$ cat config.mk
export PLATFORM = sky130hd
export DESIGN_NAME = regfile_access_arbiter_flat
export DESIGN_NICKNAME = d
export VERILOG_FILES = /design/src/rtl/regfile_access_arbiter_if.sv /design/src/rtl/regfile_access_arbiter.sv /design/src/flat_wrapper.sv
export SDC_FILE = /design/constraint.sdc
export NUM_CORES = 1
export LEC_CHECK = 0
export ABC_CLOCK_PERIOD_IN_PS = 3500
export CAP_MARGIN = 40
export CORE_MARGIN = 2
export CORE_UTILIZATION = 31
export CTS_CLUSTER_DIAMETER = 150
export DETAILED_ROUTE_END_ITERATION = 6
export PLACE_DENSITY_LB_ADDON = 0.2
export SYNTH_ARGS = -nofsm -noshare
export SYNTH_HDL_FRONTEND = slang
export SYNTH_SLANG_ARGS = --single-unit
export TNS_END_PERCENT = 10
$ cat constraint.sdc
create_clock -name clk -period 3.5 [get_ports clk]
set_input_delay 0.7 -clock clk [delete_from_list [all_inputs] [get_ports clk]]
set_output_delay 0.7 -clock clk [all_outputs]
set_load 0.02 [all_outputs]
$ cat src/rtl/regfile_access_arbiter_if.sv
// regfile_access_arbiter_if
//   Bundles the two requester channels (core, debug), the indirect-addressing
//   context (FSR, STATUS.IRP) and the regfile port used by the arbiter.
//   slave  : arbiter side (takes requests, drives grants/responses/regfile).
//   master : requester/regfile side (drives requests and regfile read data).
interface regfile_access_arbiter_if;
  // core requester
  logic       core_req;
  logic [8:0] core_addr;
  logic       core_wr;
  logic [7:0] core_wdata;
  logic       core_gnt;
  logic       core_rvalid;
  logic [7:0] core_rdata;
  logic       core_stall;
  // debug / ICSP requester
  logic       dbg_req;
  logic [8:0] dbg_addr;
  logic       dbg_wr;
  logic [7:0] dbg_wdata;
  logic       dbg_gnt;
  logic       dbg_rvalid;
  logic [7:0] dbg_rdata;
  // indirect addressing context
  logic [7:0] fsr_val;
  logic       status_irp;
  // regfile port
  logic [8:0] rf_addr;
  logic       rf_wr_en;
  logic [7:0] rf_data_in;
  logic [7:0] rf_data_out;

  modport slave (
    input  core_req, core_addr, core_wr, core_wdata,
    input  dbg_req, dbg_addr, dbg_wr, dbg_wdata,
    input  fsr_val, status_irp, rf_data_out,
    output core_gnt, core_rvalid, core_rdata, core_stall,
    output dbg_gnt, dbg_rvalid, dbg_rdata,
    output rf_addr, rf_wr_en, rf_data_in
  );

  modport master (
    output core_req, core_addr, core_wr, core_wdata,
    output dbg_req, dbg_addr, dbg_wr, dbg_wdata,
    output fsr_val, status_irp, rf_data_out,
    input  core_gnt, core_rvalid, core_rdata, core_stall,
    input  dbg_gnt, dbg_rvalid, dbg_rdata,
    input  rf_addr, rf_wr_en, rf_data_in
  );
endinterface

$ cat src/rtl/regfile_access_arbiter.sv
// regfile_access_arbiter
//   Shares the single-port file register bank between the CPU core and the
//   debug port. At most one access is issued per cycle; core normally wins,
//   but a debug request denied STARVE_LIMIT cycles in a row is forced through.
//   INDF (addr[6:0]==0) resolves to {IRP,FSR}; INDF pointing at INDF is a
//   null access (no write, reads return 0) that is still granted/acked.
//   Read data returns one cycle after the grant, aligned to the regfile's
//   registered data_out.
// Ports
//   clk  : clock, all state on rising edge
//   rst  : asynchronous active-low reset; all outputs forced to 0 while low
//   bus  : regfile_access_arbiter_if.slave (requests, grants, responses,
//          FSR/IRP, regfile address/write/data)
module regfile_access_arbiter #(
  parameter int unsigned STARVE_LIMIT = 4
) (
  input  logic                     clk,
  input  logic                     rst,
  regfile_access_arbiter_if.slave  bus
);

  localparam logic [3:0] LIMIT = 4'(STARVE_LIMIT);

  typedef enum logic [1:0] {
    OWN_NONE = 2'd0,
    OWN_CORE = 2'd1,
    OWN_DBG  = 2'd2
  } owner_e;

  owner_e     resp_owner_q, resp_owner_d;
  logic       resp_null_q, resp_null_d;
  logic [3:0] starve_cnt_q, starve_cnt_d;

  logic       force_dbg, dbg_gnt, core_gnt, any_gnt, null_acc;
  logic [8:0] sel_addr, eff_addr;
  logic       sel_wr;
  logic [7:0] sel_wdata, rdata_mux;

  always_ff @(posedge clk or negedge rst) begin
    if (!rst) begin
      resp_owner_q <= OWN_NONE;
      resp_null_q  <= 1'b0;
      starve_cnt_q <= 4'd0;
    end else begin
      resp_owner_q <= resp_owner_d;
      resp_null_q  <= resp_null_d;
      starve_cnt_q <= starve_cnt_d;
    end
  end

  always_comb begin
    // Grants are gated with rst so every output is 0 as soon as reset
    // asserts, without waiting for a clock edge.
    force_dbg = bus.dbg_req && (starve_cnt_q == LIMIT);
    dbg_gnt   = rst && bus.dbg_req && (force_dbg || !bus.core_req);
    core_gnt  = rst && bus.core_req && !dbg_gnt;
    any_gnt   = dbg_gnt || core_gnt;

    sel_addr  = dbg_gnt ? bus.dbg_addr  : bus.core_addr;
    sel_wr    = dbg_gnt ? bus.dbg_wr    : bus.core_wr;
    sel_wdata = dbg_gnt ? bus.dbg_wdata : bus.core_wdata;

    // INDF in any bank goes through {IRP,FSR}; a direct address can never
    // have eff[6:0]==0, so this only catches FSR pointing back at INDF.
    eff_addr  = (sel_addr[6:0] == 7'd0) ? {bus.status_irp, bus.fsr_val} : sel_addr;
    null_acc  = any_gnt && (eff_addr[6:0] == 7'd0);

    bus.dbg_gnt    = dbg_gnt;
    bus.core_gnt   = core_gnt;
    bus.core_stall = rst && bus.core_req && dbg_gnt;
    bus.rf_addr    = any_gnt ? eff_addr : 9'd0;
    bus.rf_data_in = any_gnt ? sel_wdata : 8'd0;
    bus.rf_wr_en   = any_gnt && sel_wr && !null_acc;

    // Saturating count of consecutive denied debug cycles.
    starve_cnt_d = starve_cnt_q;
    if (!bus.dbg_req || dbg_gnt)   starve_cnt_d = 4'd0;
    else if (starve_cnt_q < LIMIT) starve_cnt_d = starve_cnt_q + 4'd1;

    resp_owner_d = OWN_NONE;
    if (dbg_gnt)       resp_owner_d = OWN_DBG;
    else if (core_gnt) resp_owner_d = OWN_CORE;
    resp_null_d  = null_acc;

    // Response stage: the regfile's registered data_out lines up with the
    // access issued last cycle.
    rdata_mux       = resp_null_q ? 8'h00 : bus.rf_data_out;
    bus.core_rvalid = (resp_owner_q == OWN_CORE);
    bus.dbg_rvalid  = (resp_owner_q == OWN_DBG);
    bus.core_rdata  = bus.core_rvalid ? rdata_mux : 8'h00;
    bus.dbg_rdata   = bus.dbg_rvalid  ? rdata_mux : 8'h00;
  end

endmodule

$ cat src/flat_wrapper.sv
// flat-port wrapper written by rule: the top's interface ports become plain ports
module regfile_access_arbiter_flat 
#(
  parameter int unsigned STARVE_LIMIT = 4
)
  (clk, rst, bus_core_req, bus_core_addr, bus_core_wr, bus_core_wdata, bus_dbg_req, bus_dbg_addr, bus_dbg_wr, bus_dbg_wdata, bus_fsr_val, bus_status_irp, bus_rf_data_out, bus_core_gnt, bus_core_rvalid, bus_core_rdata, bus_core_stall, bus_dbg_gnt, bus_dbg_rvalid, bus_dbg_rdata, bus_rf_addr, bus_rf_wr_en, bus_rf_data_in);
  regfile_access_arbiter_if bus_i ();
  input  logic clk;
  input  logic rst;
  input wire logic [$bits(bus_i.core_req)-1:0] bus_core_req;
  input wire logic [$bits(bus_i.core_addr)-1:0] bus_core_addr;
  input wire logic [$bits(bus_i.core_wr)-1:0] bus_core_wr;
  input wire logic [$bits(bus_i.core_wdata)-1:0] bus_core_wdata;
  input wire logic [$bits(bus_i.dbg_req)-1:0] bus_dbg_req;
  input wire logic [$bits(bus_i.dbg_addr)-1:0] bus_dbg_addr;
  input wire logic [$bits(bus_i.dbg_wr)-1:0] bus_dbg_wr;
  input wire logic [$bits(bus_i.dbg_wdata)-1:0] bus_dbg_wdata;
  input wire logic [$bits(bus_i.fsr_val)-1:0] bus_fsr_val;
  input wire logic [$bits(bus_i.status_irp)-1:0] bus_status_irp;
  input wire logic [$bits(bus_i.rf_data_out)-1:0] bus_rf_data_out;
  output wire logic [$bits(bus_i.core_gnt)-1:0] bus_core_gnt;
  output wire logic [$bits(bus_i.core_rvalid)-1:0] bus_core_rvalid;
  output wire logic [$bits(bus_i.core_rdata)-1:0] bus_core_rdata;
  output wire logic [$bits(bus_i.core_stall)-1:0] bus_core_stall;
  output wire logic [$bits(bus_i.dbg_gnt)-1:0] bus_dbg_gnt;
  output wire logic [$bits(bus_i.dbg_rvalid)-1:0] bus_dbg_rvalid;
  output wire logic [$bits(bus_i.dbg_rdata)-1:0] bus_dbg_rdata;
  output wire logic [$bits(bus_i.rf_addr)-1:0] bus_rf_addr;
  output wire logic [$bits(bus_i.rf_wr_en)-1:0] bus_rf_wr_en;
  output wire logic [$bits(bus_i.rf_data_in)-1:0] bus_rf_data_in;
  assign bus_i.core_req = bus_core_req;
  assign bus_i.core_addr = bus_core_addr;
  assign bus_i.core_wr = bus_core_wr;
  assign bus_i.core_wdata = bus_core_wdata;
  assign bus_i.dbg_req = bus_dbg_req;
  assign bus_i.dbg_addr = bus_dbg_addr;
  assign bus_i.dbg_wr = bus_dbg_wr;
  assign bus_i.dbg_wdata = bus_dbg_wdata;
  assign bus_i.fsr_val = bus_fsr_val;
  assign bus_i.status_irp = bus_status_irp;
  assign bus_i.rf_data_out = bus_rf_data_out;
  assign bus_core_gnt = bus_i.core_gnt;
  assign bus_core_rvalid = bus_i.core_rvalid;
  assign bus_core_rdata = bus_i.core_rdata;
  assign bus_core_stall = bus_i.core_stall;
  assign bus_dbg_gnt = bus_i.dbg_gnt;
  assign bus_dbg_rvalid = bus_i.dbg_rvalid;
  assign bus_dbg_rdata = bus_i.dbg_rdata;
  assign bus_rf_addr = bus_i.rf_addr;
  assign bus_rf_wr_en = bus_i.rf_wr_en;
  assign bus_rf_data_in = bus_i.rf_data_in;
  regfile_access_arbiter #(.STARVE_LIMIT(STARVE_LIMIT)) u_core (.clk(clk), .rst(rst), .bus(bus_i));
endmodule
==> key figures, run 1 <==
Clock tree
  – H-tree levels: 1
  – Clock buffer depth: 2
  – Worst-Skew Late Latency: 250 ps
  – # clock sinks: 7
  – CTS tree: done
  – Root Driver: clkbuf_4
  – Hold_buf cts: 0
  – Clock Pin Slew Worst Setup and Hold Paths: 50 ps
  – Total CTS buffers: 3

Placement
  – Hpwl dp: 2920 um
  – Port Buffer Count: 95
  – GPL Wtd Cong: 0.824
  – Dpl cells: 287

GRT
  – Total global-route track usage: 18.6%
  – GRT overflow: 0
  – Largest net degree at the start of global routing: 12
  – Global-route wire length before repair: 5010 um
  – Initial antenna violation count: 0
  – Vias in the first global route: 1157

Critical path
  – Worst path slowest cell: clkdlybuf4s50_1
  – Worst Setup End Kind: output port
  – R2R setup slack: 1590 ps
  – Worst path depth: 7
  – Worst reg2reg path startpoint: u_core.starve_cnt_q[0]
  – CP Launch Point: rst
  – Reg2reg path depth: 8
  – Max stage delay on crit path: 610 ps
  – CP cell instances: clkdlybuf4s50_1 > nand2_1 > a21o_1 > buf_4 > inv_2 > buf_4 > clkdlybuf4s50_1
  – Startpoint types: input pin
  – CP max FO: 10
  – WP data required: 2800 ps
  – WS Path Type: in2out
  – CP delay by family, top: buffers and inverters
  – Arrival time worst endpoint: 2540 ps
  – Buffers & Inverters on Critical Path: 5

Floorplan
  – Initial Util: 33.2%
  – Die X: 58.5 um
  – Die area: 0.00343 mm^2
  – Row count: 19
  – Core area: 0.00278 mm^2
  – Chip Height: 58.5 um
  – I/O pin count: 96

Timing
  – Unrepaired setup endpoints after global routing: no
  – Slew margin rel.: 77.8%
  – Clock skew: 1.51 ps
  – Worst-Margin Slew: 333 ps
  – Final hold vios: 0
  – Setup-failing EPs final: 0
  – Fmax achieved: 0.308 GHz
  – Min Tclk post-route: 3240 ps
  – Slew Viols, Final: 0
  – Final period util: 92.7%
  – WHS: 551 ps

Run
  – Maxcap violations: 0

Layout
  – Post-layout util: 75.5%
  – Area grow syn2layout: 128%
  – Count of non-filler cells in the finished layout: 292
  – Diodes inserted: 0
  – Layout cells sized above 1: 11.1%
  – Final Net Count: 321

Drt
  – First drt pass iteration count: 4
  – Wirelength, routed: 3490 um
  – Remaining DRCs: 0
  – Vias after detailed routing: 1366
  – Vias/cell: 4.68
  – Final ANT Viol Nets: 0
  – DRT iter0 DRCs: 23
  – Routed WL per cell: 11.9 um

Synth
  – Syn Area/Cell: 6.11 um^2
  – Yosys cell types: 31
  – Post-synthesis net count: 210
  – Post-synth EDFFs: 0
  – #FFs+latches synth: 7
  – Mapped Cells: 151
  – YS warnings: 0
  – Post-synthesis sequential area ratio: 19.0%
  – Post-Syn Area: 922 um^2
  – Leading register cell type out of synthesis: dfrtp_1
  – Asr flop ratio synth: 100%

Pwr
  – Worst VDD drop: 0.000130 V
  – PwrDens: 179 mW/mm^2
  – Leakage: 1.16 nW

Worst hold path
  – Cell count of the worst hold path: 2
  – Worst min-delay path class: reg2reg
  – Hold wc startpoint: u_core.starve_cnt_q[3]

Outcome
  – Run status: completed
-- report_power, final --
| group | switching (mW) | internal, mW | total, mW |
|---|---|---|---|
| clock network | 0.0271 | 0.0433 | 0.0704 |
| logic | 0.0918 | 0.124 | 0.216 |
| registers | 0.00369 | 0.0860 | 0.0897 |
| total | 0.123 | 0.254 | 0.376 |
-- area by class of cell --
class / count / area [um^2]
Timing Repair Buffer: 115 / 1160
Inverter: 8 / 30.0
Multi-Input combinational cell: 127 / 671
Fill cell: 227 / 682
Tap cell: 31 / 38.8
Sequential cell: 7 / 175
Clock buffer: 4 / 26.3
-- flip-flops by register name, indices dropped and copies added, names as in the netlist --
| register | count |
|---|---|
| u_core.resp_owner_q | 2 |
| u_core.starve_cnt_q | 4 |
| u_core.resp_null_q | 1 |
-- repair_timing --
action | CTS | global route
gates resized for setup | 1 | 19
setup endpoints to repair | 10 | 18
setup buffers | 1 | 0
-- through the flow --
step,cell area [um^2],total power [mW],setup slack [ps],TNS [ps]
2_1_floorplan,922,0.175,944,0
3_3_place_gp,1990,0.307,-32.5,-138
3_5_place_dp,1990,0.308,-73.7,-474
4_1_cts,2050,0.381,14.1,0
5_1_grt,2100,0.400,174,0
6_report,2100,0.376,257,0
-- final timing paths --
path                                               end
max in group asynchronous       u_core.starve_cnt_q[3]
worst max-delay path                       bus_dbg_gnt
worst min register to register  u_core.starve_cnt_q[3]
worst max register to register      u_core.resp_null_q
min in group asynchronous       u_core.starve_cnt_q[2]
worst min-delay path            u_core.starve_cnt_q[3]
-- logic make-up (layout without fill, tap and decap cells) --
| logic type | after synthesis | count (layout) | share of synthesized area [%] |
|---|---|---|---|
| flops | 7 | 7 | 19.0 |
| buf+inv | 17 | 127 | 9.90 |
| compound gates | 30 | 30 | 19.7 |
| xor+xnor | 1 | 1 | 0.950 |
| simple gates | 91 | 91 | 42.5 |
| mux | 3 | 3 | 5.29 |
| fa+ha+maj | 2 | 2 | 2.71 |
-- cells in the mapped netlist (3+ instances only) --
cell type,count,area [um^2]
nand2_1,47,176
nor2_1,23,86.3
a21oi_1,13,65.1
nand2b_1,10,62.6
a31oi_1,7,43.8
dfrtp_1,7,175
inv_1,7,26.3
a21o_1,4,30.0
buf_4,3,22.5
clkbuf_1,3,11.3
-- routing by layer --
metal	vias to the layer above	GRT usage [%]	part of all wire (%)
met4	0	5.98	2.0
met1	575	19.5	38
met5	-	0	0
met3	6	3.52	8.7
met2	67	36.4	52
li1	718	-	-
-- worst min-delay path, cell delays in order, from the launching register on --
cell and delay (ps):
dfrtp_1 390, inv_1 80, nor2_1 40
-- cell usage in the layout, fill, tap and decap left out, types with 2 or more instances in the layout --
cell type | synthesis | routed
nand2_1 | 47 | 47
ha_1 | 2 | 2
nand2b_1 | 10 | 10
buf_4 | 3 | 19
a21o_1 | 4 | 4
dfrtp_1 | 7 | 7
nor3_1 | 2 | 2
nor2_1 | 23 | 23
a21oi_1 | 13 | 13
inv_1 | 7 | 7
dlymetal6s2s_1 | 0 | 18
nand3_1 | 2 | 2
a31oi_1 | 7 | 7
clkbuf_4 | 0 | 3
clkdlybuf4s50_1 | 0 | 77
and3_1 | 2 | 2
(Power assumes the default switching activity.)
==> run 2, diff against run 1 <==
--- a/config.mk
+++ b/config.mk
@@ -10,6 +10,7 @@
 export CORE_MARGIN = 2
 export CORE_UTILIZATION = 31
 export CTS_CLUSTER_DIAMETER = 150
+export CTS_CLUSTER_SIZE = 12
 export DETAILED_ROUTE_END_ITERATION = 6
 export PLACE_DENSITY_LB_ADDON = 0.2
 export SYNTH_ARGS = -nofsm -noshare
==> results of run 2 <==
The final DEF is identical to that of run 1; final timing and power are the same.
